### src/rtl/dram_global_controller.sv
// dram_global_controller
//   Front-end DRAM controller sitting between one core request port and four
//   back-end (per-bank) controllers bc0..bc3.
//   - A single-entry command buffer holds one core command: op, address,
//     write data and the decoded target back-end.
//   - The buffered command is forwarded to the selected back-end. A read
//     records its back-end index in an order FIFO when it dispatches.
//   - Read data is popped from back-ends strictly in FIFO (issue) order.
//     It is returned to the core one cycle after the pop.
//
// Ports
//   i_clk, i_rst                        clock, asynchronous active-high reset
//   i_command_valid / i_command         core command {op, address}, op=1 write
//   i_write_data                        core write data, qualified by command
//   o_controller_ready                  core handshake ready
//   o_read_data_valid / o_read_data     in-order read return to core
//   i_backend_controller_ready_bcN      back-end N accepts a command
//   o_frontend_command_valid_bcN        command valid to back-end N
//   o_frontend_command_bcN              buffered command (all N)
//   o_frontend_write_data_bcN           buffered write data (all N)
//   o_backend_controller_ren_bcN        pop one returned word from back-end N
//   i_returned_data_valid_bcN / _bcN    back-end N head of returned data
//
// Build option
//   BC_XOR_HASH_EN  when defined, target = address[1:0] ^ address[9:8]
//                   (needs ADDR_W >= 10); otherwise target = address[1:0].

module dram_global_controller #(
  parameter int unsigned WORD_W        = 128,
  parameter int unsigned ADDR_W        = 32,
  parameter int unsigned RD_FIFO_DEPTH = 8
) (
  input  logic              i_clk,
  input  logic              i_rst,
  input  logic              i_command_valid,
  input  logic [ADDR_W:0]   i_command,
  input  logic [WORD_W-1:0] i_write_data,
  output logic              o_controller_ready,
  output logic              o_read_data_valid,
  output logic [WORD_W-1:0] o_read_data,

  input  logic              i_backend_controller_ready_bc0,
  input  logic              i_backend_controller_ready_bc1,
  input  logic              i_backend_controller_ready_bc2,
  input  logic              i_backend_controller_ready_bc3,

  output logic              o_frontend_command_valid_bc0,
  output logic              o_frontend_command_valid_bc1,
  output logic              o_frontend_command_valid_bc2,
  output logic              o_frontend_command_valid_bc3,

  output logic [ADDR_W:0]   o_frontend_command_bc0,
  output logic [ADDR_W:0]   o_frontend_command_bc1,
  output logic [ADDR_W:0]   o_frontend_command_bc2,
  output logic [ADDR_W:0]   o_frontend_command_bc3,

  output logic [WORD_W-1:0] o_frontend_write_data_bc0,
  output logic [WORD_W-1:0] o_frontend_write_data_bc1,
  output logic [WORD_W-1:0] o_frontend_write_data_bc2,
  output logic [WORD_W-1:0] o_frontend_write_data_bc3,

  output logic              o_backend_controller_ren_bc0,
  output logic              o_backend_controller_ren_bc1,
  output logic              o_backend_controller_ren_bc2,
  output logic              o_backend_controller_ren_bc3,

  input  logic              i_returned_data_valid_bc0,
  input  logic              i_returned_data_valid_bc1,
  input  logic              i_returned_data_valid_bc2,
  input  logic              i_returned_data_valid_bc3,

  input  logic [WORD_W-1:0] i_returned_data_bc0,
  input  logic [WORD_W-1:0] i_returned_data_bc1,
  input  logic [WORD_W-1:0] i_returned_data_bc2,
  input  logic [WORD_W-1:0] i_returned_data_bc3
);

  localparam int unsigned PTR_W = $clog2(RD_FIFO_DEPTH);

  typedef enum logic {
    BUF_EMPTY,
    BUF_FULL
  } buf_state_t;

  buf_state_t state, next_state;

  // Command buffer contents
  logic [ADDR_W:0]   buf_cmd;
  logic [WORD_W-1:0] buf_data;
  logic [1:0]        buf_sel;
  logic              buf_valid;
  logic              buf_op;

  // Back-end side gathered into vectors
  logic [3:0]        bc_ready;
  logic [3:0]        ret_valid;
  logic [WORD_W-1:0] ret_data [4];
  logic [3:0]        fe_valid;
  logic [3:0]        ren;

  // Order FIFO
  logic [1:0]        order_mem [RD_FIFO_DEPTH];
  logic [PTR_W-1:0]  wr_ptr;
  logic [PTR_W-1:0]  rd_ptr;
  logic [PTR_W:0]    count;
  logic              fifo_full;
  logic              fifo_empty;
  logic [1:0]        head;

  logic [1:0]        in_sel;
  logic              dispatch_ok;
  logic              fire;
  logic              ready;
  logic              accept;
  logic              push;
  logic              pop;

  assign bc_ready  = {i_backend_controller_ready_bc3, i_backend_controller_ready_bc2,
                      i_backend_controller_ready_bc1, i_backend_controller_ready_bc0};
  assign ret_valid = {i_returned_data_valid_bc3, i_returned_data_valid_bc2,
                      i_returned_data_valid_bc1, i_returned_data_valid_bc0};
  assign ret_data[0] = i_returned_data_bc0;
  assign ret_data[1] = i_returned_data_bc1;
  assign ret_data[2] = i_returned_data_bc2;
  assign ret_data[3] = i_returned_data_bc3;

  // Target back-end decode of the incoming command
  always_comb begin
`ifdef BC_XOR_HASH_EN
    in_sel = i_command[1:0] ^ i_command[9:8];
`else
    in_sel = i_command[1:0];
`endif
  end

  assign buf_valid  = (state == BUF_FULL);
  assign buf_op     = buf_cmd[ADDR_W];
  assign fifo_full  = (count == (PTR_W+1)'(RD_FIFO_DEPTH));
  assign fifo_empty = (count == '0);
  assign head       = order_mem[rd_ptr];

  // Valid toward the back-end is independent of its ready; a read is held
  // back only while the order FIFO has no room for its tag.
  assign dispatch_ok = buf_valid && (buf_op || !fifo_full);
  assign fire        = dispatch_ok && bc_ready[buf_sel];
  assign push        = fire && !buf_op;
  assign pop         = !fifo_empty && ret_valid[head];

  always_comb begin
    fe_valid = '0;
    ren      = '0;
    for (int unsigned n = 0; n < 4; n++) begin
      fe_valid[n] = dispatch_ok && (buf_sel == 2'(n));
      ren[n]      = pop && (head == 2'(n));
    end
  end

  // Buffer occupancy FSM
  always_ff @(posedge i_clk or posedge i_rst) begin
    if (i_rst) state <= BUF_EMPTY;
    else       state <= next_state;
  end

  always_comb begin
    next_state = state;
    ready      = !i_rst && (!buf_valid || fire);
    accept     = i_command_valid && ready;
    case (state)
      BUF_EMPTY: if (accept) next_state = BUF_FULL;
      BUF_FULL: begin
        // A new command replaces a departing one in the same cycle.
        if (accept)    next_state = BUF_FULL;
        else if (fire) next_state = BUF_EMPTY;
      end
      default: next_state = BUF_EMPTY;
    endcase
  end

  assign o_controller_ready = ready;

  always_ff @(posedge i_clk or posedge i_rst) begin
    if (i_rst) begin
      buf_cmd  <= '0;
      buf_data <= '0;
      buf_sel  <= '0;
    end else if (accept) begin
      buf_cmd  <= i_command;
      buf_data <= i_write_data;
      buf_sel  <= in_sel;
    end
  end

  // Order FIFO: storage without reset, pointers and count with reset.
  always_ff @(posedge i_clk) begin
    if (push) order_mem[wr_ptr] <= buf_sel;
  end

  always_ff @(posedge i_clk or posedge i_rst) begin
    if (i_rst) begin
      wr_ptr <= '0;
      rd_ptr <= '0;
      count  <= '0;
    end else begin
      if (push) wr_ptr <= wr_ptr + 1'b1;
      if (pop)  rd_ptr <= rd_ptr + 1'b1;
      case ({push, pop})
        2'b10:   count <= count + 1'b1;
        2'b01:   count <= count - 1'b1;
        default: count <= count;
      endcase
    end
  end

  // Read return to core, one cycle after the back-end pop
  always_ff @(posedge i_clk or posedge i_rst) begin
    if (i_rst) begin
      o_read_data_valid <= 1'b0;
      o_read_data       <= '0;
    end else if (pop) begin
      o_read_data_valid <= 1'b1;
      o_read_data       <= ret_data[head];
    end else begin
      o_read_data_valid <= 1'b0;
    end
  end

  assign o_frontend_command_valid_bc0 = fe_valid[0];
  assign o_frontend_command_valid_bc1 = fe_valid[1];
  assign o_frontend_command_valid_bc2 = fe_valid[2];
  assign o_frontend_command_valid_bc3 = fe_valid[3];

  assign o_frontend_command_bc0 = buf_cmd;
  assign o_frontend_command_bc1 = buf_cmd;
  assign o_frontend_command_bc2 = buf_cmd;
  assign o_frontend_command_bc3 = buf_cmd;

  assign o_frontend_write_data_bc0 = buf_data;
  assign o_frontend_write_data_bc1 = buf_data;
  assign o_frontend_write_data_bc2 = buf_data;
  assign o_frontend_write_data_bc3 = buf_data;

  assign o_backend_controller_ren_bc0 = ren[0];
  assign o_backend_controller_ren_bc1 = ren[1];
  assign o_backend_controller_ren_bc2 = ren[2];
  assign o_backend_controller_ren_bc3 = ren[3];

endmodule

### config.mk
export PLATFORM = sky130hd
export DESIGN_NAME = dram_global_controller
export DESIGN_NICKNAME = d
export VERILOG_FILES = /design/src/rtl/dram_global_controller.sv
export SDC_FILE = /design/constraint.sdc
export NUM_CORES = 1
export LEC_CHECK = 0
export CAP_MARGIN = 25
export CORE_AREA = 2 2 569 571
export CTS_CLUSTER_DIAMETER = 30
export DETAILED_ROUTE_END_ITERATION = 12
export DIE_AREA = 0 0 571 573
export SYNTH_ARGS = -nofsm -noshare
export SYNTH_HDL_FRONTEND = slang
export SYNTH_SLANG_ARGS = --single-unit
### constraint.sdc
create_clock -name i_clk -period 13.6 [get_ports i_clk]
set_input_delay 3.4 -clock i_clk [delete_from_list [all_inputs] [get_ports i_clk]]
set_output_delay 3.4 -clock i_clk [all_outputs]
set_load 0.005 [all_outputs]
# ---- Word level (Yosys, flattened, before mapping)
# Memory sizes are Yosys's and may differ from the RTL's.
# Cells that the tools add are included.
dict set report totals {
  reg_bits 303
  ram_bits 16
  output_inout_bits 782
  mem_count 1
}
# name depth width rd rd_ports_with_merged_regs wr line
set mem_list {}
lappend mem_list {order_mem 8 2 1 0 1 102} ;# logic [1:0] order_mem [RD_FIFO_DEPTH];
dict set report op_classes {
  n_addsub 4
  n_lt_le_gt_ge 3
  n_eq_ne 9
  n_mux 15
  n_bitwise 2
  reduce_logical 25
}
# op count
set ops {}
lappend ops {{binary-select mux 128 bit (select 2 bit)} 1}
lappend ops {{two-way mux 128 bit} 2}
lappend ops {{logical AND 1 bit} 14}
lappend ops {{equality test 2 bit (second input constant)} 5}
lappend ops {{two-way mux 1 bit} 8}
lappend ops {{case mux 4 bit (2 select lines)} 1}
lappend ops {{adder 3 x 1 -> 3 bit (second input constant)} 2}
lappend ops {{equality test 2 x 1 -> 1 bit (second input constant)} 3}
lappend ops {{less-than comparator 2 x 3 -> 1 bit (second input constant)} 2}
lappend ops {{logical NOT 1 bit} 5}
lappend ops {{adder 4 x 1 -> 4 bit (second input constant)} 1}
lappend ops {{binary-select mux 1 bit (select 2 bit)} 2}
lappend ops {{equality test 4 bit (second input constant)} 1}
lappend ops {{logical NOT 2 bit} 2}
lappend ops {{logical NOT 4 bit} 1}
lappend ops {{subtractor 4 x 1 -> 4 bit (second input constant)} 1}
lappend ops {{greater-or-equal comparator 3 bit (second input constant)} 1}
lappend ops {{inverter 2 -> 3 bit} 1}
lappend ops {{logical OR 1 bit} 2}
lappend ops {{case mux 1 bit (2 select lines)} 1}
lappend ops {{nonzero test 2 bit} 1}
lappend ops {{inverter 1 bit} 1}

# ---- Logic depth before layout (Yosys ltp)
# Gate-level depths: netlist of run 1.
dict set report logic_depth {
  depth_word 10
  mapped_depth 15
}

# ---- Least setup slack after synthesis of run 1
# OpenSTA, ideal clock, no wires.
dict set report synth_timing {
  kind {in2out}
  from {in i_backend_controller_ready_bc3}
  to {out o_controller_ready}
  arrival_ns 4.118
  required_time_ns 10.200
  setup_slack_ns 6.082
  path_stages 3
  n_path_buf 0
  path_cell_list {mux4_2 o211ai_1 a21oi_1}
}
dict set report synth_between {
  elab_chain_len 5
}
# element line
set synth_lines {}
lappend synth_lines {{start: declaration} 45} ;# input logic i_backend_controller_ready_bc3,
lappend synth_lines {{binary-select mux 1 bit (select 2 bit)} 145} ;# assign fire = dispatch_ok && bc_ready[buf_sel];
lappend synth_lines {{two-way mux 1 bit (not written as such)} 145}
lappend synth_lines {{logical AND 1 bit} 145}
lappend synth_lines {{logical OR 1 bit} 166} ;# ready = !i_rst && (!buf_valid || fire);
lappend synth_lines {{logical AND 1 bit} 166}
lappend synth_lines {{end: declaration} 38} ;# output logic o_controller_ready,
# Every way passes these cells. The select of a mux whose other input is x is not followed.

# ---- Worst setup path in the final report of run 1
# Same ends and word-level chain as after synthesis.

==> results.json, run 1 <==
{
  "critPathLaunchType": "primary input",
  "setup_viol": 0,
  "cts_tree": "yes",
  "post_cts_resized": 0,
  "fillers": 36080,
  "grt_max_degree": 112,
  "critical_path_depth": 5,
  "power_density_mw_per_mm2": 282.8,
  "finalMaxSlewViolations": 0,
  "cts_setup_buffers": 0,
  "vias": 17540,
  "wirelength_um": 167700,
  "status": "completed",
  "path_max_fanout": 4,
  "io_pins": 1466,
  "leakage_nw": 15.43,
  "path_class": "in -> out",
  "synth_edf_count": 16,
  "fin_skew_ns": 0.06180,
  "timing.rr.start": "rd_ptr[1]",
  "clock_latency_ns": 0.80,
  "layout_worst_path_cycle_share_pct": 62.91,
  "globalplace.congestion": 0.9245,
  "worst_setup_path_end_kind": "output port",
  "cp_slowest_cell": "mux4_2",
  "cap_violations": 0,
  "min_period_ns": 8.556,
  "fin_nets": 3367,
  "synth_fp_nets": 2323,
  "synth_ff_type": "dfrtp_1",
  "first_pass_iters": 7,
  "syn_avg_cell_area_um2": 12.35,
  "min_path_type": "reg -> reg",
  "endpoint": "o_controller_ready",
  "drive_above_1_share_pct": 11.45,
  "setup_tns_ns": 0,
  "path_clk_slew_ns": 0.04,
  "critPathLaunch": "i_backend_controller_ready_bc3",
  "io_buffers": 1465,
  "crit_buf_inv": 2,
  "seq_area_mm2": 0.008014,
  "drt_iter0_markers": 723,
  "syn_to_final_growth_pct": 99.79,
  "critPathArrivalTime_ns": 5.16,
  "cpPeakStageDelay_ns": 0.49,
  "synth_most_common_cell": "buf_4",
  "die_y_um": 573,
  "synth_warnings": 0,
  "worst_slew_pin_slew_ns": 1.044,
  "synth_top_area_share_pct": 37.33,
  "rsz0062_at_grt": "false",
  "crit_required_ns": 10.20,
  "reg2reg_slack_ns": 7.85,
  "multi_input_area_mm2": 0.008068,
  "ir_drop_v": 0.0001857,
  "hold_violations": 0,
  "ys_seq_area_share_pct": 39.71,
  "numCtsBuffers": 106,
  "grt_pass1_vias": 18380,
  "fmax_mhz": 116.9,
  "cts_sinks": 317,
  "synth_area_mm2": 0.02018,
  "overflow": 0,
  "ys_ff_latch": 317,
  "initial_core_util_pct": 6.298,
  "placed_area_mm2": 0.03645,
  "post-route-drc-count": 0,
  "synthCells": 1634,
  "die_area_mm2": 0.3272,
  "power_w": 0.01140,
  "row_count": 208,
  "postRouteAntennaNets": 0,
  "yosysTopAreaCell": "dfrtp_1",
  "wire_per_inst_um": 23.57,
  "antenna_found_initial": 96,
  "track_usage_pct": 9.746,
  "slew_headroom_pct": 30.17,
  "fin_area_mm2": 0.04031,
  "post_synth_num_cell_types": 37,
  "synthArstFlopShare_pct": 94.95,
  "cp_cell_sequence": "clkdlybuf4s50_1, mux4_2, o211ai_1, a21oi_1, clkdlybuf4s50_1",
  "root_buffer": "clkbuf_16",
  "dpl.hpwl_um": 146000,
  "die_w_um": 571,
  "routed_via_density": 2.466,
  "cts_hold_buf": 0,
  "synth_area_leaders": "dfrtp_1, mux2i_1, buf_4",
  "worst_r2r_path_depth": 9,
  "grt_pass1_wl_um": 203900,
  "htree_levels": 3,
  "cts_buffer_depth": 4,
  "cp_top_family": "buffers and inverters",
  "cp_common_cell": "clkdlybuf4s50_1",
  "core-area_mm2": 0.3204,
  "synthTopCellsByCount": "buf_4, mux2i_1, dfrtp_1",
  "r2r_end": "o_read_data[64]"
}
[worst reg2reg max path: stages, from the launching register on]
cell and delay [ns]:
dfrtp_1 0.47, mux4_2 0.57, mux2i_4 0.37, buf_4 0.56
buf_4 0.78, buf_4 0.83, buf_4 0.83, mux2i_1 0.56
mux2i_1 0.29, mux2_4 0.33
[layout by cell type, fill, tap and decap left out, types with 4 or more instances in the layout]
master / netlist / layout
buf_4: 503 / 28
bufinv_16: 0 / 15
clkbuf_1: 9 / 10
clkbuf_16: 0 / 106
clkbuf_8: 0 / 17
clkdlybuf4s50_1: 0 / 1463
clkinv_2: 0 / 15
clkinv_4: 0 / 13
clkinvlp_4: 0 / 9
dfrtp_1: 301 / 300
diode_2: 0 / 49
edfxtp_1: 16 / 16
ha_1: 5 / 5
mux2_1: 200 / 200
mux2_4: 88 / 88
mux2i_1: 390 / 389
nand2_1: 11 / 11
nand2b_1: 4 / 4
nor2_1: 10 / 10
xor2_1: 6 / 6
[routing by layer]
| metal | share of wire (%) | vias up | global-route usage [%] |
|---|---|---|---|
| met1 | 36 | 8598 | 10.12 |
| met5 | 0.070 | - | 0 |
| met4 | 4.4 | 18 | 4.921 |
| li1 | - | 7409 | - |
| met2 | 47 | 1259 | 16.22 |
| met3 | 12 | 257 | 4.767 |
[power by group]
group          switching [W]  internal, W
clock network       0.000779      0.00179
registers            0.00119      0.00144
logic                0.00264      0.00356
[kinds of logic after synthesis]
family / share of synthesized area (%)
multiplexers: 37.74
XOR/XNOR: 0.3473
AO/OA/AOI/OAI: 0.3597
buffers and inverters: 20.44
adder cells (fa/ha/maj): 0.3101
flip-flops: 39.71
AND/OR/NAND/NOR: 1.085
[flip-flops by register name, indices dropped and copies added, names as in the netlist, 3 cells and up]
register,count
order_mem,16
wr_ptr,3
o_read_data,128
count,4
o_frontend_command_bc0,33
rd_ptr,3
o_frontend_write_data_bc0,128
[stage by stage]
stage          hold slack (ns)  std cells  setup WS, ns  utilization [%]
6_report                0.4807       7114         5.044            12.58
5_1_grt                 0.5126       7097         4.984            12.57
4_1_cts                 0.4830       7064         4.928            12.54
3_5_place_dp            0.4740       6874         4.930            11.38
3_3_place_gp            0.4732       6871         4.895            11.36
2_1_floorplan           0.4776       1634         1.882                -
[area by class of cell]
type | instances | area share [%]
inverter | 3 | 0.04656
clock buffer | 133 | 7.254
clock inverter | 57 | 1.952
sequential | 317 | 19.88
tap | 4305 | 13.36
timing repair buffer | 1497 | 37.18
multi-input combinational | 753 | 20.01
antenna | 49 | 0.3042
[how the worst min path moves through the flow]
stage / from / endpoint / slack, ns / cells after the start
5_1_grt: o_read_data[42] / o_read_data[42] / 0.51 / 1
2_1_floorplan: count[3] / count[3] / 0.48 / 1
4_1_cts: o_read_data[7] / o_read_data[7] / 0.48 / 1
3_3_place_gp: o_read_data[8] / o_read_data[8] / 0.47 / 1
6_report: o_read_data[7] / o_read_data[7] / 0.48 / 1
3_5_place_dp: o_read_data[7] / o_read_data[7] / 0.47 / 1
Note: power is estimated with default switching activity, not from simulation.
==> run 2, diff against run 1 <==
--- a/config.mk
+++ b/config.mk
@@ -6,10 +6,10 @@
 export NUM_CORES = 1
 export LEC_CHECK = 0
 export CAP_MARGIN = 25
-export CORE_AREA = 2 2 569 571
+export CORE_AREA = 2 2 578 580
 export CTS_CLUSTER_DIAMETER = 30
 export DETAILED_ROUTE_END_ITERATION = 12
-export DIE_AREA = 0 0 571 573
+export DIE_AREA = 0 0 580 582
 export SYNTH_ARGS = -nofsm -noshare
 export SYNTH_HDL_FRONTEND = slang
 export SYNTH_SLANG_ARGS = --single-unit
==> constraint.sdc (replaced) <==
create_clock -name i_clk -period 7.5 [get_ports i_clk]
set_input_delay 1.875 -clock i_clk [delete_from_list [all_inputs] [get_ports i_clk]]
set_output_delay 1.875 -clock i_clk [all_outputs]
set_load 0.005 [all_outputs]
==> results.json, run 2 (synthesis results as in run 1) <==
{
  "worst_setup_path_end_kind": "output port",
  "critPathArrivalTime_ns": 4.15,
  "path_max_fanout": 4,
  "syn_to_final_growth_pct": 101.5,
  "root_buffer": "clkbuf_16",
  "path_clk_slew_ns": 0.04,
  "cts_hold_buf": 0,
  "setup_tns_ns": 0,
  "crit_required_ns": 5.62,
  "first_pass_iters": 4,
  "die_y_um": 582,
  "finalMaxSlewViolations": 0,
  "fin_nets": 3374,
  "timing.rr.start": "rd_ptr[1]",
  "antenna_found_initial": 107,
  "fin_area_mm2": 0.04065,
  "cp_cell_sequence": "clkdlybuf4s50_1, mux4_2, o211ai_1, a21oi_1, clkdlybuf4s50_1",
  "io_buffers": 1465,
  "wirelength_um": 181500,
  "routed_via_density": 2.435,
  "htree_levels": 3,
  "vias": 17520,
  "layout_worst_path_cycle_share_pct": 80.28,
  "clock_latency_ns": 0.83,
  "cp_common_cell": "clkdlybuf4s50_1",
  "core-area_mm2": 0.3318,
  "io_pins": 1466,
  "min_path_type": "reg -> reg",
  "critPathLaunch": "i_backend_controller_ready_bc1",
  "cts_buffer_depth": 4,
  "globalplace.congestion": 0.9054,
  "cap_violations": 0,
  "status": "completed",
  "post-route-drc-count": 0,
  "postRouteAntennaNets": 0,
  "grt_pass1_vias": 18360,
  "hold_violations": 0,
  "cp_top_family": "buffers and inverters",
  "crit_buf_inv": 2,
  "drive_above_1_share_pct": 11.98,
  "placed_area_mm2": 0.03654,
  "cts_sinks": 317,
  "cts_tree": "yes",
  "numCtsBuffers": 115,
  "min_period_ns": 6.021,
  "die_area_mm2": 0.3376,
  "worst_r2r_path_depth": 8,
  "endpoint": "o_controller_ready",
  "critical_path_depth": 5,
  "path_class": "in -> out",
  "wire_per_inst_um": 25.21,
  "switchingPower_w": 0.008481,
  "pwr-share-seq_pct": 22.2,
  "ir_drop_v": 0.0002869,
  "setup_viol": 0,
  "p_comb_share_pct": 54.3,
  "overflow": 0,
  "leakage_nw": 15.56,
  "initial_core_util_pct": 6.080,
  "grt_pass1_wl_um": 220100,
  "cpPeakStageDelay_ns": 0.82,
  "mostFrequentLayoutCells": "clkdlybuf4s50_1, mux2i_1, dfrtp_1, mux2_1, clkbuf_16",
  "p_clk_share_pct": 23.5,
  "power_density_mw_per_mm2": 518.0,
  "post_cts_resized": 0,
  "dpl.hpwl_um": 159100,
  "intPower_w": 0.01258,
  "row_count": 212,
  "drt_iter0_markers": 695,
  "cp_slowest_cell": "clkdlybuf4s50_1",
  "cts_setup_buffers": 0,
  "rsz0062_at_grt": "false",
  "swShare_pct": 40.28,
  "fmax_mhz": 166.1,
  "fillers": 37410,
  "final_common_cell": "clkdlybuf4s50_1",
  "critPathLaunchType": "primary input",
  "r2r_end": "o_read_data[46]",
  "slew_headroom_pct": 30.34,
  "grt_max_degree": 108,
  "fin_skew_ns": 0.09590,
  "reg2reg_slack_ns": 3.43,
  "track_usage_pct": 10.29,
  "die_w_um": 580,
  "worst_slew_pin_slew_ns": 1.045
}
run 2: cell count changes in the layout (fill, tap and decap cells not counted), moves of 2 or more:
cell and change:
clkinv_2 +7, bufinv_16 +2, clkbuf_1 +2, clkdlybuf4s50_1 -7
mux2i_2 +2, clkinvlp_4 +6, clkinv_1 +8, buf_4 +3
mux2i_1 -2, diode_2 -18, buf_12 +4, clkinv_4 -13
clkbuf_16 +9, inv_16 +2
run 2: worst min path at each step:
stage,start,endpoint,depth (start not counted)
after floorplan,count[3],count[3],1
after global placement,o_read_data[13],o_read_data[13],1
after detailed placement,o_read_data[13],o_read_data[13],1
after CTS,o_read_data[13],o_read_data[13],1
after global routing,o_read_data[9],o_read_data[9],1
final,o_read_data[13],o_read_data[13],1
run 2: layer usage:
metal  GRT usage, %  routed length [µm]  vias to the layer above
met5              0                  68                        -
met4          5.865               11140                       10
met3          4.317               18290                      358
met2          17.21               85390                     1290
met1          10.86               66590                     8453
li1               -                   -                     7411
run 2: worst register-to-register path: cells and delay by family, from the launching register on:
| family | cells | cell delay, ns |
|---|---|---|
| and+or+nand+nor | 1 | 0.22 |
| AOI/OAI and AO/OA | 1 | 0.23 |
| buffers and inverters | 3 | 1.85 |
| DFF | 1 | 0.48 |
| muxes | 3 | 1.14 |
run 2: per-stage QoR:
stage          util (%)  setup slack [ns]  hold slack [ns]  std cells  power, W
2_1_floorplan         -             1.624           0.4776       1634  0.009737
3_3_place_gp      11.00             1.239           0.4697       6953   0.01644
3_5_place_dp      11.01             1.264           0.4760       6954   0.01649
4_1_cts           12.22             1.251           0.4845       7165   0.02169
5_1_grt           12.24             1.243           0.5039       7185   0.02220
6_report          12.25             1.479           0.4826       7197   0.02106
run 2: layout make-up:
cell class / count / area (µm²) / area share (%)
diodes: 31 / 77.57 / 0.1908
clock buffers: 144 / 3157 / 7.765
inverters: 3 / 15.01 / 0.03693
repair buffers: 1495 / 14980 / 36.85
clock inverters: 67 / 845.8 / 2.081
well taps: 4387 / 5489 / 13.50
flip-flops and latches: 317 / 8014 / 19.71
multi-input cells: 753 / 8071 / 19.86
run 2: power groups by stage:
stage	Clock (W)	Sequential, W	Combinational [W]
2_1_floorplan	0	0.00341	0.00633
3_3_place_gp	0	0.00476	0.0117
3_5_place_dp	0	0.00477	0.0117
4_1_cts	0.00510	0.00477	0.0118
5_1_grt	0.00519	0.00481	0.0122
6_report	0.00495	0.00468	0.0114
==> run 3, diff against run 2 <==
==> constraint.sdc (replaced) <==
create_clock -name i_clk -period 5.3 [get_ports i_clk]
set_input_delay 1.325 -clock i_clk [delete_from_list [all_inputs] [get_ports i_clk]]
set_output_delay 1.325 -clock i_clk [all_outputs]
set_load 0.005 [all_outputs]
==> results.json, run 3 (synthesis results as in run 1) <==
{
  "min_period_ns": 4.771,
  "slew_headroom_pct": 30.37,
  "numCtsBuffers": 107,
  "root_buffer": "clkbuf_16",
  "holdWs_ns": 0.4801,
  "utilization_pct": 12.12,
  "core-area_mm2": 0.3318,
  "status": "completed",
  "path_class": "in -> out",
  "antenna_found_initial": 106,
  "path_max_fanout": 4,
  "cts_setup_buffers": 0,
  "syn_to_final_growth_pct": 99.42,
  "setup_viol": 0,
  "post-route-drc-count": 0,
  "critPathLaunchType": "primary input",
  "wirelength_um": 181100,
  "fmax_mhz": 209.6,
  "cts_tree": "yes",
  "post_cts_resized": 0,
  "min_path_type": "reg -> reg",
  "ir_drop_v": 0.0004877,
  "rsz0062_at_grt": "false",
  "final_common_cell": "clkdlybuf4s50_1",
  "drive_above_1_share_pct": 11.30,
  "setup_tns_ns": 0,
  "grt_pass1_vias": 18120,
  "routed_via_density": 2.455,
  "first_pass_iters": 5,
  "worst_setup_path_end_kind": "output port",
  "cts_hold_buf": 0,
  "path_clk_slew_ns": 0.04,
  "die_w_um": 580,
  "wire_per_inst_um": 25.26,
  "cap_violations": 0,
  "grt_pass1_wl_um": 219500,
  "fin_skew_ns": 0.06191,
  "globalplace.congestion": 0.9042,
  "vias": 17610,
  "drt_iter0_markers": 706,
  "mostFrequentLayoutCells": "clkdlybuf4s50_1, mux2i_1, dfrtp_1, mux2_1, clkbuf_16",
  "critPathArrivalTime_ns": 3.45,
  "track_usage_pct": 10.27,
  "postRouteAntennaNets": 0,
  "grt_max_degree": 108,
  "hold_violations": 0,
  "power_density_mw_per_mm2": 723.3,
  "layout_worst_path_cycle_share_pct": 90.02,
  "fin_nets": 3365,
  "dpl.hpwl_um": 159400,
  "initial_core_util_pct": 6.080,
  "htree_levels": 3,
  "io_pins": 1466,
  "crit_required_ns": 3.97,
  "clock_latency_ns": 0.80,
  "io_buffers": 1465,
  "finalMaxSlewViolations": 0,
  "cts_buffer_depth": 4,
  "worst_slew_pin_slew_ns": 1.044,
  "die_area_mm2": 0.3376,
  "overflow": 0,
  "row_count": 212,
  "cts_sinks": 317,
  "die_y_um": 582,
  "leakage_nw": 15.36
}
## run 3: worst paths after layout
kind / startpoint / endpoint / slack (ns) / depth (start not counted)
worst min-delay path: o_read_data[11] / o_read_data[11] / 0.48 / 1
min in group asynchronous: i_rst / o_frontend_write_data_bc0[3] / 0.84 / 2
worst min register to register: o_read_data[11] / o_read_data[11] / 0.48 / 1
worst max-delay path: i_backend_controller_ready_bc1 / o_controller_ready / 0.53 / 5
worst max register to register: rd_ptr[0] / count[2] / 1.83 / 12
max in group asynchronous: i_rst / o_read_data[45] / 3.24 / 4
## run 3: layer usage
metal	global-route usage [%]	part of all wire, %	vias up
met4	5.285	5.7	6
met5	0	0.023	-
met2	17.36	47	1323
met1	10.71	36	8577
li1	-	-	7365
met3	4.630	11	335
## run 3: critical path, stage by stage
cell and delay (ns):
clkdlybuf4s50_1 0.49, mux4_2 0.35, o211ai_1 0.19, a21oi_1 0.27, clkdlybuf4s50_1 0.80
## run 3: power breakdown
part	total, W	switching [W]	internal (W)
logic	0.0162	0.00704	0.00915
registers	0.00664	0.00294	0.00370
clock network	0.00628	0.00193	0.00435
total	0.0291	0.0119	0.0172
## run 3: area by class of cell
cell class                      instances  area (µm²)
Inverter                                3       15.01
Clock buffer                          142        2949
Timing Repair Buffer                 1494       15000
Tap cell                             4387        5489
Fill cell                           37460      291600
Clock inverter                         51       629.4
Antenna cell                           24       60.06
Multi-Input combinational cell        753        8071
Sequential cell                       317        8015
## run 3: through the flow
step	instance area (µm²)	setup WS (ns)	power, W	cells
4_1_cts	40170	0.4444	0.02999	7147
6_report	40230	0.5292	0.02910	7171
5_1_grt	40210	0.3665	0.03071	7162
2_1_floorplan	20180	-0.02604	0.01378	1634
3_5_place_dp	36600	0.4621	0.02339	6954
3_3_place_gp	36550	0.4328	0.02333	6952
